[src/rtl/simon_autoplayer.sv]
// Automated player for the Simon game core: drives random legal patterns in Input mode,
// records the displayed sequence during Playback and replays it in Repeat mode.
module simon_autoplayer #(
  parameter int         DEPTH       = 64,
  parameter logic [2:0] MODE_INPUT  = 3'b001,
  parameter logic [2:0] MODE_PLAY   = 3'b010,
  parameter logic [2:0] MODE_REPEAT = 3'b100,
  parameter logic [2:0] MODE_DONE   = 3'b111,
  parameter logic [7:0] LFSR_SEED   = 8'hA5
) (
  input  logic                     clk,
  input  logic                     rst,
  input  logic                     enable,
  input  logic                     level_cfg,
  input  logic                     inject_err,
  input  logic [$clog2(DEPTH)-1:0] err_index,
  input  logic [2:0]               mode_leds,
  input  logic [3:0]               pattern_leds,
  output logic [3:0]               pattern,
  output logic                     level,
  output logic [7:0]               rounds,
  output logic [$clog2(DEPTH):0]   rec_len,
  output logic                     overflow,
  output logic                     game_over
);

  localparam int AW = $clog2(DEPTH);
  localparam logic [AW:0] IDX_ONE  = (AW+1)'(1);
  localparam logic [AW:0] IDX_FULL = (AW+1)'(DEPTH);

  logic [2:0]  prev_mode_q, prev_mode_d;
  logic [7:0]  lfsr_q, lfsr_d;
  logic [AW:0] rec_idx_q, rec_idx_d;
  logic [AW:0] rep_idx_q, rep_idx_d;
  logic [AW:0] rec_len_q, rec_len_d;
  logic [7:0]  rounds_q, rounds_d;
  logic        overflow_q, overflow_d;
  logic        err_armed_q, err_armed_d;
  logic        level_q, level_d;

  logic [3:0]  mem_q [DEPTH];
  logic        mem_we;
  logic [AW-1:0] mem_waddr;
  logic [3:0]  mem_wdata;

  logic        play_exit;
  logic [AW:0] rep_len;
  logic [AW:0] cur_idx;
  logic        armed;
  logic [3:0]  rd_val;
  logic [3:0]  rot_val;
  logic [3:0]  rep_pat;
  logic [3:0]  in_pat;
  logic        lfsr_fb;

  assign lfsr_fb = lfsr_q[7] ^ lfsr_q[5] ^ lfsr_q[4] ^ lfsr_q[3];
  assign in_pat  = level_q ? ((lfsr_q[3:0] == 4'b0000) ? 4'b1000 : lfsr_q[3:0])
                           : (4'b0001 << lfsr_q[1:0]);

  // NOTE: every signal written here gets a default first, so no path leaves a latch behind.
  always_comb begin
    prev_mode_d = mode_leds;
    lfsr_d      = lfsr_q;
    rec_idx_d   = rec_idx_q;
    rep_idx_d   = rep_idx_q;
    rec_len_d   = rec_len_q;
    rounds_d    = rounds_q;
    overflow_d  = overflow_q;
    err_armed_d = err_armed_q;
    level_d     = level_q;
    mem_we      = 1'b0;
    mem_waddr   = '0;
    mem_wdata   = pattern_leds;
    cur_idx     = rep_idx_q;
    armed       = err_armed_q;
    rd_val      = 4'b0000;
    rot_val     = 4'b0000;
    rep_pat     = 4'b0000;
    pattern     = 4'b0000;

    // The recorded length is registered on the Play exit cycle, which is also the
    // Repeat entry cycle, so replay bypasses the register to stay cycle-accurate.
    play_exit = (prev_mode_q == MODE_PLAY) && (mode_leds != MODE_PLAY);
    rep_len   = play_exit ? rec_idx_q : rec_len_q;
    if (play_exit) rec_len_d = rec_idx_q;

    if (mode_leds == MODE_INPUT) begin
      if (enable) begin
        lfsr_d  = {lfsr_q[6:0], lfsr_fb};
        pattern = in_pat;
      end
      if (prev_mode_q == MODE_REPEAT && rounds_q != 8'hFF) rounds_d = rounds_q + 8'd1;
    end else if (mode_leds == MODE_PLAY) begin
      if (prev_mode_q != MODE_PLAY) begin
        mem_we    = 1'b1;
        mem_waddr = '0;
        rec_idx_d = IDX_ONE;
      end else if (rec_idx_q == IDX_FULL) begin
        overflow_d = 1'b1;
      end else begin
        mem_we    = 1'b1;
        mem_waddr = rec_idx_q[AW-1:0];
        rec_idx_d = rec_idx_q + IDX_ONE;
      end
    end else if (mode_leds == MODE_REPEAT) begin
      if (prev_mode_q != MODE_REPEAT) begin
        cur_idx     = '0;
        armed       = inject_err;
        rep_idx_d   = IDX_ONE;
        err_armed_d = inject_err;
      end else if (rep_idx_q != IDX_FULL) begin
        rep_idx_d = rep_idx_q + IDX_ONE;
      end
      rd_val  = mem_q[cur_idx[AW-1:0]];
      rot_val = {rd_val[2:0], rd_val[3]};
      if (cur_idx >= rep_len) begin
        rep_pat = 4'b0000;
      end else if (armed && cur_idx == {1'b0, err_index}) begin
        // Rotation is a no-op on 0000/1111; fall back to a fixed value that differs.
        if (rot_val == rd_val) rep_pat = (rd_val == 4'b0001) ? 4'b0010 : 4'b0001;
        else                   rep_pat = rot_val;
      end else begin
        rep_pat = rd_val;
      end
      if (enable) pattern = rep_pat;
    end
  end

  // NOTE: state flops use non-blocking assignments so every flop samples pre-edge values.
  always_ff @(posedge clk) begin
    if (rst) begin
      prev_mode_q <= MODE_INPUT;
      lfsr_q      <= LFSR_SEED;
      rec_idx_q   <= '0;
      rep_idx_q   <= '0;
      rec_len_q   <= '0;
      rounds_q    <= '0;
      overflow_q  <= 1'b0;
      err_armed_q <= 1'b0;
      level_q     <= level_cfg;
    end else begin
      prev_mode_q <= prev_mode_d;
      lfsr_q      <= lfsr_d;
      rec_idx_q   <= rec_idx_d;
      rep_idx_q   <= rep_idx_d;
      rec_len_q   <= rec_len_d;
      rounds_q    <= rounds_d;
      overflow_q  <= overflow_d;
      err_armed_q <= err_armed_d;
      level_q     <= level_d;
    end
  end

  // NOTE: the sequence buffer has no reset; entries are only read below the recorded length.
  always_ff @(posedge clk) begin
    if (mem_we) mem_q[mem_waddr] <= mem_wdata;
  end

  assign level     = level_q;
  assign rounds    = rounds_q;
  assign rec_len   = rec_len_q;
  assign overflow  = overflow_q;
  assign game_over = (mode_leds == MODE_DONE);

endmodule

[config.mk]
export PLATFORM = sky130hd
export DESIGN_NAME = simon_autoplayer
export DESIGN_NICKNAME = d
export VERILOG_FILES = /design/src/rtl/simon_autoplayer.sv
export SDC_FILE = /design/constraint.sdc
export NUM_CORES = 1
export LEC_CHECK = 0
export CAP_MARGIN = 30
export CELL_PAD_IN_SITES_DETAIL_PLACEMENT = 1
export CELL_PAD_IN_SITES_GLOBAL_PLACEMENT = 1
export CORE_UTILIZATION = 55
export DETAILED_ROUTE_END_ITERATION = 12
export PLACE_DENSITY_LB_ADDON = 0.1
export RECOVER_POWER = 50
export SLEW_MARGIN = 25
export SYNTH_ARGS = -nofsm -noshare
export SYNTH_HDL_FRONTEND = slang
export SYNTH_SLANG_ARGS = --single-unit
[constraint.sdc]
create_clock -name clk -period 5.25 [get_ports clk]
set_input_delay 0.525 -clock clk [delete_from_list [all_inputs] [get_ports clk]]
set_output_delay 0.525 -clock clk [all_outputs]
set_load 0.01 [all_outputs]
==> results_dict.tcl, run 1 <==
set metrics [dict create \
    placedInstanceArea_sq_um 13990 \
    ant_nets 0 \
    rows 56 \
    root_buffer "clkbuf_16" \
    power.leakage_uw 0.004795 \
    clkLatencyLatePin_ns 0.58 \
    areaGrowthSynthToFinish_pct 14.77 \
    synth_edf_count 257 \
    cp.arrival_ns 4.57 \
    netlist_area_sq_um 13110 \
    clock_sinks 299 \
    startpoint_type "flop" \
    multi_input_area_sq_um 4287 \
    syn_area_per_cell_sq_um 12.56 \
    hpwl_mm 25.64 \
    clock_path_buffers 3 \
    relSlewSlack_pct -109.8 \
    power_density_nw_per_um2 321.7 \
    setup_viol 0 \
    final_nets 1136 \
    worst_pin_slew_ns 3.147 \
    fmax_ghz 0.1961 \
    irDropWorstVdd_mv 0.3436 \
    drc 0 \
    worst-path-buf-inv 4 \
    core_sq_um 23400 \
    syn_inst 1044 \
    skew_ns 0.01723 \
    grt_max_degree 65 \
    cp_top_family "simple AND/OR/NAND/NOR gates" \
    ys_warn_count 0 \
    tns_ns 0 \
    synth_area_leaders "edfxtp_1, dfxtp_1, nor2_1, mux2i_1, a21oi_1" \
    ys_ff_latch 299 \
    cts_max_level 1 \
    synthFlopType "edfxtp_1" \
    cp_max_fo 13 \
    yosysSeqAreaShare_pct 65.26 \
    worst_slack_ns 0.1513 \
    die_w_microns 156.4 \
    cts_tree "yes" \
    wirelength_mm 39.63 \
    dr.first_iter.drc_count 858 \
    antenna_cells 0 \
    max_stage_delay_ns 0.48 \
    antenna_found_initial 0 \
    synth_nets 1076 \
    reg2reg_depth 5 \
    finalInstanceArea_sq_um 15050 \
    yosysMostFrequentCell "edfxtp_1" \
    crit_chain "nand4bb_4, inv_8, nor2_1, buf_4, a222oi_1, o21ai_0, a31oi_1, and2_1, nor2_4, inv_1, ha_1, nand2b_1, a21oi_2, a311oi_1, or3_1, clkdlybuf4s50_1" \
    layout-drive-gt1-share_pct 10.85 \
    dieArea_sq_um 24460 \
    clkTransAtPathRegs_ns 0.06 \
    grt_first_pass_wirelength_mm 59.73 \
    status "finished, violations left" \
    synth.distinct_cells 68 \
    p_total_uw 4842 \
    fin_util_pct 64.31 \
    dr_total_vias 9456 \
    synth_top_cell_area_share_pct 58.85 \
    fillers 2321 \
    cp_data_required_time_ns 4.72 \
    initial_core_util_pct 56.04 \
    vias_per_cell 6.553 \
    worst_setup_path_end_kind "output port" \
    drtPass1Iterations 5 \
    crit_slowest_cell "clkdlybuf4s50_1" \
    synthTopCellsByCount "edfxtp_1, nor2_1, a21oi_1, nand2_1, mux2i_1" \
    yosys.area.top_type "edfxtp_1" \
    wl_per_cell_microns 27.47 \
    hp-class "reg -> reg" \
    ctsHoldBuffers 0 \
    finalHoldViolations 0 \
    boundaryPins 40 \
    path_depth 16 \
    fin_crit_sh_pct 97.12 \
    first_global_vias 9621 \
    die_h_microns 156.4 \
    post-place-ws_ns 0.1677 \
    cts_buffers 31 \
    maxCapViolCount 5 \
    track_usage_pct 33.31 \
    seq_area_sq_um 8568 \
    critical_path_class "reg -> out" \
    gp_congestion 0.8804 \
    grt_overflow 0 \
    holdPathStages 2 \
    min_period_ns 5.099 \
    violations "capacitance limit, slew limit" \
    slew_violations 296 \
    io_buffers 39 \
    ys_async_sr_fraction_pct 0 \
]
[state kept, by name (all words and copies together), names as in the netlist]
| register | cells |
|---|---|
| mem_q | 256 |
| prev_mode_q | 3 |
| overflow | 1 |
| rep_idx_q | 7 |
| rec_idx_q | 7 |
| rec_len | 7 |
| err_armed_q | 1 |
| level | 1 |
| lfsr_q | 8 |
| rounds | 8 |
[kinds of logic after synthesis]
group,Yosys count,synth area share (%)
buffers and inverters,82,2.776
AND/OR/NAND/NOR,312,11.29
AO/OA/AOI/OAI,267,14.19
multiplexers,48,3.683
adder cells (fa/ha/maj),14,1.336
flip-flops,299,65.26
XOR/XNOR,22,1.469
[report_power, final]
group / leakage [uW] / switching (uW) / internal (uW) / total, uW
combinational: 0.00168 / 107 / 52.7 / 160
clock: 0.000463 / 895 / 1190 / 2090
sequential: 0.00265 / 9.68 / 2590 / 2600
[tightest hold or removal path, delay by kind of cell (launching register included)]
| kind | cells | cell delay (ns) |
|---|---|---|
| AO/OA/AOI/OAI | 1 | 0.06 |
| AND/OR/NAND/NOR | 1 | 0.05 |
| flip-flops | 1 | 0.31 |
[final cells by class]
cell class | instances | area share [%]
sequential | 299 | 56.93
clock inverter | 8 | 0.5404
tap | 319 | 2.652
timing repair inverter | 1 | 0.04157
timing repair buffer | 86 | 4.988
inverter | 22 | 0.5986
clock buffer | 45 | 5.769
multi-input combinational | 663 | 28.48
[per-stage QoR]
step / hold WS (ns) / instances
after floorplan: 0.4316 / 1044
after global placement: 0.4396 / 1387
after detailed placement: 0.4509 / 1387
after CTS: 0.4590 / 1441
after global routing: 0.4854 / 1443
final: 0.4621 / 1443
[path summary, 6_finish.rpt]
| kind | start | to | slack [ns] |
|---|---|---|---|
| worst min-delay path | err_armed_q | err_armed_q | 0.46 |
| worst min register to register | err_armed_q | err_armed_q | 0.46 |
| worst max register to register | prev_mode_q[1] | mem_q[34][2] | 2.06 |
| worst max-delay path | prev_mode_q[1] | pattern[1] | 0.15 |
[timing repair]
item	in CTS	in global routing
buffers inserted	0	2
endpoints found under the setup margin	4	4
gates resized for setup	12	13
pin swaps	0	1
cloned	1	0
[layout by cell type (no fill, tap or decap), types with 7 or more instances in the layout]
cell type          n
a221oi_1          20
nor3_1            13
a21o_1            13
a22oi_1           11
dfxtp_1           38
nand2_1           66
inv_1             19
a211oi_1          13
nor3b_1            7
clkdlybuf4s50_1   29
a31oi_1           14
a21oi_1           65
buf_4             39
o21ai_0           35
clkbuf_16         31
nand4_1           13
nand3_1           18
or3_1             13
ha_1              14
nor2_1           130
xor2_1             8
clkbuf_1          15
nor2b_1           12
xnor2_1           14
edfxtp_1         257
mux2i_1           46
o211ai_1          20
[layer usage]
layer,part of all wire [%],GRT usage (%),wire (microns),vias up
met2,48,55.82,19170,453
met3,7.2,4.043,2840,101
li1,-,-,-,4129
met1,40,44.65,15960,4773
met5,0,0,0,-
met4,4.2,12.56,1657,0
No activity file was read; power rests on OpenSTA's default activity.
==> inputs of run 2 (changes only) <==
- CORE_MARGIN: unset -> 3
==> results_dict.tcl, run 2 (synthesis results as in run 1) <==
set metrics [dict create \
    status "finished, violations left" \
    violations "capacitance limit, slew limit" \
    core_sq_um 23050 \
    clock_sinks 299 \
    path_depth 14 \
    worst_setup_path_end_kind "output port" \
    layout-drive-gt1-share_pct 12.20 \
    areaGrowthSynthToFinish_pct 15.97 \
    die_w_microns 160.4 \
    hpwl_mm 25.95 \
    cts_tree "yes" \
    gp_congestion 0.9054 \
    startpoint_type "flop" \
    cp_data_required_time_ns 4.72 \
    worst-path-buf-inv 3 \
    ctsHoldBuffers 0 \
    fmax_ghz 0.1939 \
    initial_core_util_pct 56.88 \
    ant_nets 0 \
    cp.arrival_ns 4.63 \
    drc 0 \
    crit_chain "or3b_4, buf_4, nor2_1, nor2_1, o41ai_2, a22oi_2, mux2i_1, inv_1, ha_1, nand2b_1, a21oi_1, a311oi_1, or3_1, clkdlybuf4s50_1" \
    dieArea_sq_um 25730 \
    highest_layer "met4" \
    crit_slowest_cell "o41ai_2" \
    rows 55 \
    clock_path_buffers 3 \
    dr_total_vias 9581 \
    drtPass1Iterations 5 \
    tns_ns 0 \
    track_usage_pct 32.06 \
    final_cell_mix "edfxtp_1, nor2_1, nand2_1, a21oi_1, buf_4" \
    cts_max_level 2 \
    holdPathStages 2 \
    boundaryPins 40 \
    p_total_uw 5082 \
    final_nets 1151 \
    cp_common_cell "nor2_1" \
    grt_first_pass_wirelength_mm 62.09 \
    fin_crit_sh_pct 98.26 \
    relSlewSlack_pct -103.5 \
    irDropWorstVdd_mv 0.3183 \
    final_cell_count_no_fill 1452 \
    setup_viol 0 \
    regMostFlops "mem_q" \
    hp-class "reg -> reg" \
    finalHoldViolations 0 \
    io_buffers 39 \
    cp_top_family "simple AND/OR/NAND/NOR gates" \
    wl_per_cell_microns 28.88 \
    wl_met2_mm 20.00 \
    dp.cells 1382 \
    min_period_ns 5.158 \
    slew_violations 296 \
    power_density_nw_per_um2 334.2 \
    antenna_found_initial 0 \
    dr.first_iter.drc_count 1005 \
    critical_path_class "reg -> out" \
    route.met3.wl_mm 3.936 \
    die_h_microns 160.4 \
    root_buffer "clkbuf_16" \
    skew_ns 0.02046 \
    power.leakage_uw 0.004939 \
    worst_pin_slew_ns 3.052 \
    wl_met1_mm 15.84 \
    reg2reg_depth 4 \
    clkLatencyLatePin_ns 0.53 \
    clkTransAtPathRegs_ns 0.05 \
    wirelength_mm 41.93 \
    vias_per_cell 6.598 \
    antenna_cells 0 \
    cp_max_fo 9 \
    first_global_vias 10100 \
    cts_buffers 34 \
    maxCapViolCount 5 \
    final_common_cell "edfxtp_1" \
    reg2reg_slack_ns 1.92 \
    fin_util_pct 65.97 \
    grt_overflow 0 \
    grt_max_degree 65 \
    max_stage_delay_ns 0.55 \
    largest_reg_flops 256 \
]
==> run 2: cell count changes in the layout (fill, tap and decap cells not counted), moves of 3 or more <==
| cell | previous run | this run |
|---|---|---|
| buf_4 | 39 | 50 |
| clkbuf_1 | 15 | 9 |
| clkinv_2 | 1 | 7 |
| clkdlybuf4s50_1 | 29 | 24 |
| dlygate4sd3_1 | 5 | 10 |
| clkbuf_8 | 4 | 0 |
| clkbuf_16 | 31 | 34 |
==> run 2: timing repair <==
item	4_1_cts	5_1_grt
pin swaps	0	1
endpoints found under the setup margin	4	4
resized for setup	8	16
buffers inserted	0	14
gates cloned	0	0
==> run 2: path summary, 6_finish.rpt <==
path | startpoint | to
max reg2reg | prev_mode_q[1] | mem_q[46][2]
min | lfsr_q[6] | lfsr_q[6]
max | prev_mode_q[2] | pattern[1]
min reg2reg | lfsr_q[6] | lfsr_q[6]
==> run 2: area by class of cell <==
class / instances / area [sq um]
clock buffer: 38 / 865.8
clock inverter: 18 / 185.2
fill: 2215 / 7845
inverter: 22 / 103.9
multi-input combinational: 663 / 4244
sequential: 299 / 8567
tap: 313 / 391.6
timing repair buffer: 99 / 850.8
==> run 2: where the power goes <==
| group | switching (uW) | internal, uW |
|---|---|---|
| Sequential | 10.7 | 2590 |
| Combinational | 108 | 56.4 |
| Clock | 980 | 1340 |
==> run 2: worst reg2reg max path: stages (launching register included) <==
cell	delay (ns)
dfxtp_2	0.40
or3b_2	0.50
nor2_1	0.43
nand4_1	0.84
nor2_1	0.79
==> run 2: per-stage QoR <==
step | hold WS (ns) | area (sq um) | worst slack [ns]
floorplan | 0.4316 | 13110 | 1.474
global placement | 0.4431 | 13980 | 0.3497
detailed placement | 0.4562 | 13980 | 0.3133
CTS | 0.4734 | 15060 | 0.01246
global route | 0.4923 | 15210 | -0.07953
finish | 0.4762 | 15210 | 0.09161
==> run 2: metal layers <==
metal | GRT usage (%) | vias up
li1 | - | 4167
met1 | 40.58 | 4745
met2 | 52.25 | 529
met3 | 7.609 | 140
met4 | 15.46 | 0
met5 | 0 | -
